File: src/rtl/uart_tx_arbiter.sv
// Round-robin arbiter that shares one uart_tx between NUM_REQ byte producers.
// It issues one byte at a time and waits for the transmitter's TC flag to fall and rise again.
module uart_tx_arbiter #(
    parameter int NUM_REQ = 4,
    parameter int TIMEOUT = 15
) (
    input  logic                 clk,
    input  logic                 reset_bar,
    input  logic [NUM_REQ-1:0]   req,
    input  logic [8*NUM_REQ-1:0] req_data,
    output logic [NUM_REQ-1:0]   grant_ack,
    output logic [7:0]           tx_data,
    output logic                 tx_write_enable,
    input  logic                 tx_complete,
    output logic                 busy,
    output logic                 timeout_err
);

    localparam int PW = (NUM_REQ > 1) ? $clog2(NUM_REQ) : 1;
    localparam int IW = PW + 1;

    typedef enum logic [1:0] {IDLE, WAIT_LOW, WAIT_HIGH} state_t;

    state_t        state;
    logic [PW-1:0] ptr;
    logic [7:0]    count;

    logic          found;
    logic [PW-1:0] winner;
    logic [PW-1:0] winner_next;
    logic [IW-1:0] idx;

    // Scan downward in offset so the requester closest to ptr wins last.
    always_comb begin
        found  = 1'b0;
        winner = '0;
        idx    = '0;
        for (int i = NUM_REQ - 1; i >= 0; i--) begin
            idx = {1'b0, ptr} + IW'(i);
            if (idx >= IW'(NUM_REQ))
                idx = idx - IW'(NUM_REQ);
            if (req[idx[PW-1:0]]) begin
                found  = 1'b1;
                winner = idx[PW-1:0];
            end
        end
        winner_next = (winner == PW'(NUM_REQ - 1)) ? '0 : winner + PW'(1);
    end

    always_ff @(posedge clk or negedge reset_bar) begin
        if (!reset_bar) begin
            state           <= IDLE;
            ptr             <= '0;
            count           <= '0;
            tx_data         <= 8'h00;
            tx_write_enable <= 1'b0;
            grant_ack       <= '0;
            timeout_err     <= 1'b0;
        end else begin
            tx_write_enable <= 1'b0;
            grant_ack       <= '0;
            timeout_err     <= 1'b0;
            case (state)
                IDLE: begin
                    if (tx_complete && found) begin
                        tx_data         <= req_data[int'(winner)*8 +: 8];
                        tx_write_enable <= 1'b1;
                        grant_ack       <= NUM_REQ'(1) << winner;
                        ptr             <= winner_next;
                        count           <= 8'd0;
                        state           <= WAIT_LOW;
                    end
                end
                WAIT_LOW: begin
                    // Give up if the transmitter never reports that it started shifting.
                    if (!tx_complete) begin
                        state <= WAIT_HIGH;
                    end else if (count == 8'(TIMEOUT)) begin
                        timeout_err <= 1'b1;
                        state       <= IDLE;
                    end else begin
                        count <= count + 8'd1;
                    end
                end
                WAIT_HIGH: begin
                    if (tx_complete)
                        state <= IDLE;
                end
                default: state <= IDLE;
            endcase
        end
    end

    assign busy = (state != IDLE);

endmodule

File: config.mk
export PLATFORM = sky130hd
export DESIGN_NAME = uart_tx_arbiter
export DESIGN_NICKNAME = d
export VERILOG_FILES = /design/src/rtl/uart_tx_arbiter.sv
export SDC_FILE = /design/constraint.sdc
export NUM_CORES = 1
export LEC_CHECK = 0
export ABC_AREA = 1
export BUFFER_PORTS_ARGS = -buffer_cell sky130_fd_sc_hd__buf_2
export CAP_MARGIN = 10
export CORE_AREA = 2 2 74 76
export CTS_BUF_LIST = sky130_fd_sc_hd__clkbuf_2 sky130_fd_sc_hd__clkbuf_4 sky130_fd_sc_hd__clkbuf_8
export DETAILED_ROUTE_END_ITERATION = 8
export DIE_AREA = 0 0 76 78
export GPL_ROUTABILITY_DRIVEN = 0
export GPL_TIMING_DRIVEN = 0
export PLACE_DENSITY = 0.54
export SKIP_CTS_REPAIR_TIMING = 1
export SLEW_MARGIN = 20
export SYNTH_ARGS = -nofsm -noshare
export SYNTH_HDL_FRONTEND = slang
export SYNTH_SLANG_ARGS = --single-unit
File: constraint.sdc
create_clock -name clk -period 3.25 [get_ports clk]
set_input_delay 0.65 -clock clk [delete_from_list [all_inputs] [get_ports clk]]
set_output_delay 0.65 -clock clk [all_outputs]
set_load 0.03 [all_outputs]
Word-level counts from Yosys, hierarchy flattened
Index checks and enable logic that the tools add are counted.
{"block": "totals", "memories": 0, "mem_bits_ro": 0, "latchBits": 0, "output_inout_bits": 15, "inputBits": 39, "ff_bits": 26, "mem_bits_rw": 0}
{"block": "classes", "addsub": 9, "eq_ne": 9, "n_lt_le_gt_ge": 8, "bitwise_logic": 0, "n_reduce_logical": 7, "n_mux": 37, "div": 0, "n_mul": 0, "shifts": 2}
{"op": "variable part select 32 x 6 -> 8 bit", "n": 1}
{"op": "two-way mux 2 bit", "n": 13}
{"op": "two-way mux 8 bit", "n": 3}
{"op": "one-hot mux 8 bit (2 select lines)", "n": 1}
{"op": "two-way mux 1 bit", "n": 13}
{"op": "< comparator 2 x 3 -> 1 bit, second input constant", "n": 4}
{"op": "greater-or-equal comparator 3 bit, second input constant", "n": 3}
{"op": "adder 8 x 1 -> 8 bit, second input constant", "n": 1}
{"op": "binary-select mux 1 bit (select 2 bit)", "n": 4}
{"op": "equality test 8 x 4 -> 1 bit, second input constant", "n": 1}
{"op": "two-way mux 4 bit", "n": 2}
{"op": "inequality test 2 bit, second input constant", "n": 4}
{"op": "subtractor 2 x 1 -> 2 bit, second input constant", "n": 4}
{"op": "adder 2 x 2 -> 3 bit, second input constant", "n": 2}
{"op": "one-hot mux 2 bit (3 select lines)", "n": 1}
{"op": "equality test 2 bit, second input constant", "n": 2}
{"op": "AND reduction 4 bit", "n": 1}
{"op": "nonzero test 2 bit", "n": 2}
{"op": "left shift 1 x 2 -> 4 bit, first input constant", "n": 1}
{"op": "adder 2 x 1 -> 3 bit, second input constant", "n": 1}
{"op": "greater-or-equal comparator 2 x 3 -> 1 bit, second input constant", "n": 1}
{"op": "inequality test 3 bit, second input constant", "n": 1}
{"op": "AND reduction 3 bit", "n": 1}
{"op": "adder 2 x 1 -> 2 bit, second input constant", "n": 1}
{"op": "other kinds (4)", "n": 4}

Depth between registers and ports, before layout
{"block": "depth", "word_depth": 12, "mapped_depth": 16, "mapped_depth_nobuf": 14}

Worst setup path after synthesis
OpenSTA, ideal clock, no wires.
{"block": "synth_timing", "path_kind": "input -> register", "from": "in req[3]", "to": "reg ptr[1]", "arrival_time_ns": 1.787, "cell_stages": 11, "path_slack_ns": 1.337, "setup_ns": 0.126, "t_required_ns": 3.124, "path_cell_list": "inv_1 nand2_1 and2_1 nor2_4 inv_2 nand3_4 nand2_4 buf_6 ha_1 nand2_1 o21ai_0"}
{"block": "synth_via", "elab_chain_len": 8, "elab_cells_between_ends": 21, "classes_between": "add/sub (1); eq/ne (1); mux (17); reduce/logical (2)"}
{"element": "start, declared", "line_no": "9", "rtl": "input logic [NUM_REQ-1:0] req,"}
{"element": "binary-select mux 1 bit (select 2 bit)", "line_no": "42", "rtl": "if (req[idx[PW-1:0]]) begin"}
{"element": "two-way mux 1 bit (implied by the code)", "line_no": "42"}
{"element": "two-way mux 2 bit (3 in a row)", "line_no": "42"}
{"element": "two-way mux 2 bit *", "line_no": "42"}
{"element": "adder 2 x 1 -> 2 bit / equality test 2 bit (equally long branches)", "line_no": "47", "rtl": "winner_next = (winner == PW'(NUM_REQ - 1)) ? '0 : winner + PW'(1);"}
{"element": "two-way mux 2 bit *", "line_no": "47"}
{"element": "net winner_next[1]", "line_no": "30", "rtl": "logic [PW-1:0] winner_next;"}
{"element": "end signal, assigned", "line_no": "69", "rtl": "ptr <= winner_next;"}
{"element": "end, declared", "line_no": "25", "rtl": "logic [PW-1:0] ptr;"}
The timed path passes the listed nets; every way through them passes the cells marked *. The select of a mux whose other input is x is not followed.
A chain may end at the register's enable or synchronous reset.

Worst setup path in the final report
{"block": "layout_timing", "from": "reg ptr[0]", "to": "reg ptr[1]"}
{"block": "layout_via", "elab_chain_len": 11, "elab_cells_between_ends": 36, "classes_between": "add/sub (8); order compare (4); eq/ne (1); mux (21); reduce/logical (2)"}
{"element": "adder 2 x 2 -> 3 bit", "line_no": "39", "rtl": "idx = {1'b0, ptr} + IW'(i);"}
{"element": "greater-or-equal comparator 3 bit / subtractor 2 x 1 -> 2 bit (equally long branches)", "line_no": "40, 41"}
{"element": "two-way mux 2 bit", "line_no": "40", "rtl": "if (idx >= IW'(NUM_REQ))"}
{"element": "binary-select mux 1 bit (select 2 bit)", "line_no": "42"}
{"element": "two-way mux 1 bit (implied by the code)", "line_no": "42"}
{"element": "two-way mux 2 bit (3 in a row)", "line_no": "42"}
{"element": "two-way mux 2 bit *", "line_no": "42"}
{"element": "adder 2 x 1 -> 2 bit / equality test 2 bit (equally long branches)", "line_no": "47"}
{"element": "two-way mux 2 bit *", "line_no": "47"}
{"element": "net winner_next[1]", "line_no": "30"}
Marks and branches as above.

==> impl_metrics.csv <==
group,metric,value,unit
place,dp_cells,370,
grt,top_usage_layer,"met2",
drt,drtIter0Drc,84,
clocking,clkLatencyLatePin,0.28,ns
place,dp.final_hpwl,3018,um
synth,synth_compound_area_frac,0.05511,
final_layout,layout_commonest_cell,"nand2_1",
grt,use_met2,0.2161,
grt,grt_pass1_wl,6520,um
clocking,cts-buffers-inserted,3,
worst_setup_path,critPathTopFamily,"simple AND/OR/NAND/NOR gates",
synth,synth-simple-area-share,0.4083,
floorplan,pin_count,54,
worst_setup_path,cp_slowest_stage_delay,0.39,ns
worst_setup_path,reg2reg_slack,1.29,ns
power_and_ir_drop,cellPowerDensity,988.7,nW/um^2
worst_setup_path,required,3.41,ns
worst_setup_path,r2r_end,"ptr[1]$_DFFE_PN0P_",
synth,synth_mux_area_frac,0,
timing,fin_crit_sh,0.6037,
worst_setup_path,cp_max_fo,10,
synth,syn-num-nets,288,
final_layout,area_growth,24.58,%
synth,synth_adder_area_share,0.01450,
timing,setup_viol,0,
synth,yosysWarnings,0,
synth,ys_seq_area_frac,0.3771,
synth,syn-mean-instance-area,6.985,um^2
timing,hold_viol,0,
grt,track_usage,0.1330,
floorplan,die_area,5928,um^2
run_status,status,"completed",
synth,ys_ff_latch,26,
power_and_ir_drop,power.leakage,1.235,nW
clocking,path_clk_slew,0.10,ns
grt,grt_util_met1,0.1798,
timing,slew_viol_final,0,
power_and_ir_drop,switching_power,1.065,mW
run,drv_cap,0,
place,portBuffers,53,
worst_setup_path,crit_chain,"buf_6 -> inv_6 -> nand2_1 -> nand2_1 -> nand2_1 -> nand2_1 -> nor2_4 -> nor2_2 -> nand2_4 -> nand2_4 -> buf_6 -> ha_1 -> nand2_1 -> o21ai_0",
timing,worstMarginPinSlew,0.5690,ns
clocking,cts_tree,"done",
timing,skew,0.01034,ns
floorplan,coreArea,5042,um^2
clocking,root_buffer,"clkbuf_8",
timing,fmax,0.5097,GHz
timing,tns,0,ns
clocking,clockBufferDepth,2,
synth,synth_edf_count,0,
drt,ant_nets,0,
timing,relSlewSlack,0.6206,
drt,route.detailed.wl_per_inst,9.968,um
final_layout,layout_common_cells,"nand2_1 (73), buf_2 (55), inv_1 (44), nand3_1 (32), dfrtp_1 (26)",
worst_setup_path,cpMostUsedCell,"nand2_1",
final_layout,nNetsFinal,346,
grt,overflow,0,
power_and_ir_drop,p_comb_frac,0.643,
min_path,hold_path.class,"in2async",
worst_setup_path,arrival,2.12,ns
drt,viasPerCell,4.302,
drt,postRouteWirelength,3728,um
synth,netlist_area,1725,um^2
worst_setup_path,crit_path_end_kind,"flop",
floorplan,die_y,78,um
clocking,cts_num_sinks,26,
synth,syn-instance-count,247,
final_layout,num-fill-cells,545,
drt,first_pass_iters,4,
synth,synthArstFlopShare,1.000,
final_layout,n_antenna_cell,0,
final_layout,seq_area,650.6,um^2
power_and_ir_drop,seq_power_share,0.229,
worst_setup_path,rr_worst_depth,14,
synth,synth_top_family_by_area,"simple AND/OR/NAND/NOR gates",
worst_setup_path,cp_num_buf_inv,3,
worst_setup_path,startpoint_type,"flop",
clocking,cts_max_level,1,
power_and_ir_drop,ir_worst_vdd,392.4,uV
synth,yosys.cell_types.count,28,
synth,synth_xor_area_frac,0.01015,
worst_setup_path,slowest_stage,"dfrtp_1",
floorplan,num_rows,26,
floorplan,initial_core_util,0.3422,
timing,period_needed,1.962,ns
grt,grt_use_met3,0.02791,
power_and_ir_drop,p_sw_frac,0.5010,
grt,antenna_found_initial,0,
drt,route.detailed.drc,0,
final_layout,final_cells,374,
worst_setup_path,r2r-start,"ptr[0]$_DFFE_PN0P_",
worst_setup_path,crit_type,"reg2reg",
floorplan,die_w,76,um
synth,yosys_most_used_dff,"dfrtp_1",
power_and_ir_drop,clockPowerShare,0.129,
final_layout,multi_input_area,842.1,um^2
grt,grt_max_degree,27,
power_and_ir_drop,p_int,1.061,mW
grt,grt_pass1_vias,1490,
final_layout,drive_gt1_frac,0.2763,
timing,rsz0062_at_grt,"no",
drt,vias,1609,
## worst reg2reg max path: stages (launching register included)
cell and delay (ns):
dfrtp_1 0.39, buf_6 0.15, inv_6 0.08, nand2_1 0.05, nand2_1 0.09, nand2_1 0.08
nand2_1 0.11, nor2_4 0.04, nor2_2 0.11, nand2_4 0.11, nand2_4 0.12, buf_6 0.15
ha_1 0.24, nand2_1 0.07, o21ai_0 0.07
## kinds of logic (layout without fill, tap and decap cells)
family	count (synthesis)	count (layout)
xor+xnor	2	2
buf+inv	53	110
simple gates	147	147
flops	26	26
fa+ha+maj	2	2
compound gates	17	17
## cells in the mapped netlist (3+ instances only)
cell | instances | area share
dfrtp_1 | 26 | 0.38
nand2_1 | 73 | 0.16
nor2_1 | 15 | 0.033
buf_6 | 3 | 0.020
nand3_1 | 32 | 0.093
inv_1 | 44 | 0.096
a21oi_1 | 5 | 0.015
o21ai_1 | 3 | 0.0087
nand2_2 | 7 | 0.025
o21ai_0 | 5 | 0.015
or2_1 | 4 | 0.015
o211ai_1 | 4 | 0.017
nand2_4 | 4 | 0.026
## worst max-delay path by stage
stage                  startpoint            endpoint  slack [ns]  depth (start not counted)
2_1_floorplan              req[3]  ptr[1]$_DFFE_PN0P_        1.34                         11
3_3_place_gp               req[3]  ptr[1]$_DFFE_PN0P_        1.07                         12
3_5_place_dp               req[3]  ptr[1]$_DFFE_PN0P_        1.07                         12
4_1_cts        ptr[0]$_DFFE_PN0P_  ptr[1]$_DFFE_PN0P_        1.27                         14
5_1_grt        ptr[0]$_DFFE_PN0P_  ptr[1]$_DFFE_PN0P_        1.08                         14
6_report       ptr[0]$_DFFE_PN0P_  ptr[1]$_DFFE_PN0P_        1.29                         14
## sequential cells by signal, indices dropped and copies added (netlist names)
signal and cells:
count 8, grant_ack 4, ptr 2, state 2
timeout_err 1, tx_data 8, tx_write_enable 1
## power by group through the flow
stage / clock, mW / combinational, mW / sequential, mW
5_1_grt: 0.294 / 1.56 / 0.502
3_5_place_dp: 0 / 1.39 / 0.491
3_3_place_gp: 0 / 1.38 / 0.492
2_1_floorplan: 0 / 0.938 / 0.626
6_report: 0.274 / 1.37 / 0.486
4_1_cts: 0.281 / 1.39 / 0.487
## metal layers
layer	wire (um)	up-vias
li1	-	874
met1	1845	682
met2	1618	48
met3	225	5
met4	39	0
met5	0	-
## cell type report
type | instances | share of cell area
Sequential cell | 26 | 0.3027
Buffer | 6 | 0.02386
Timing Repair Buffer | 53 | 0.1234
Clock inverter | 1 | 0.01397
Inverter | 47 | 0.08440
Multi-Input combinational cell | 168 | 0.3917
Tap cell | 70 | 0.04075
Clock buffer | 3 | 0.01921
## per-stage QoR
step	power, mW	util	cell area, um^2	worst slack, ns	hold WS (ns)
2_1_floorplan	1.564	-	1725	1.337	0.3544
3_3_place_gp	1.868	0.4122	2078	1.073	0.4548
3_5_place_dp	1.879	0.4122	2078	1.071	0.4535
4_1_cts	2.156	0.4263	2150	1.274	0.3789
5_1_grt	2.355	0.4263	2150	1.081	0.3879
6_report	2.125	0.4263	2150	1.288	0.3495
(Power assumes the default switching activity.)
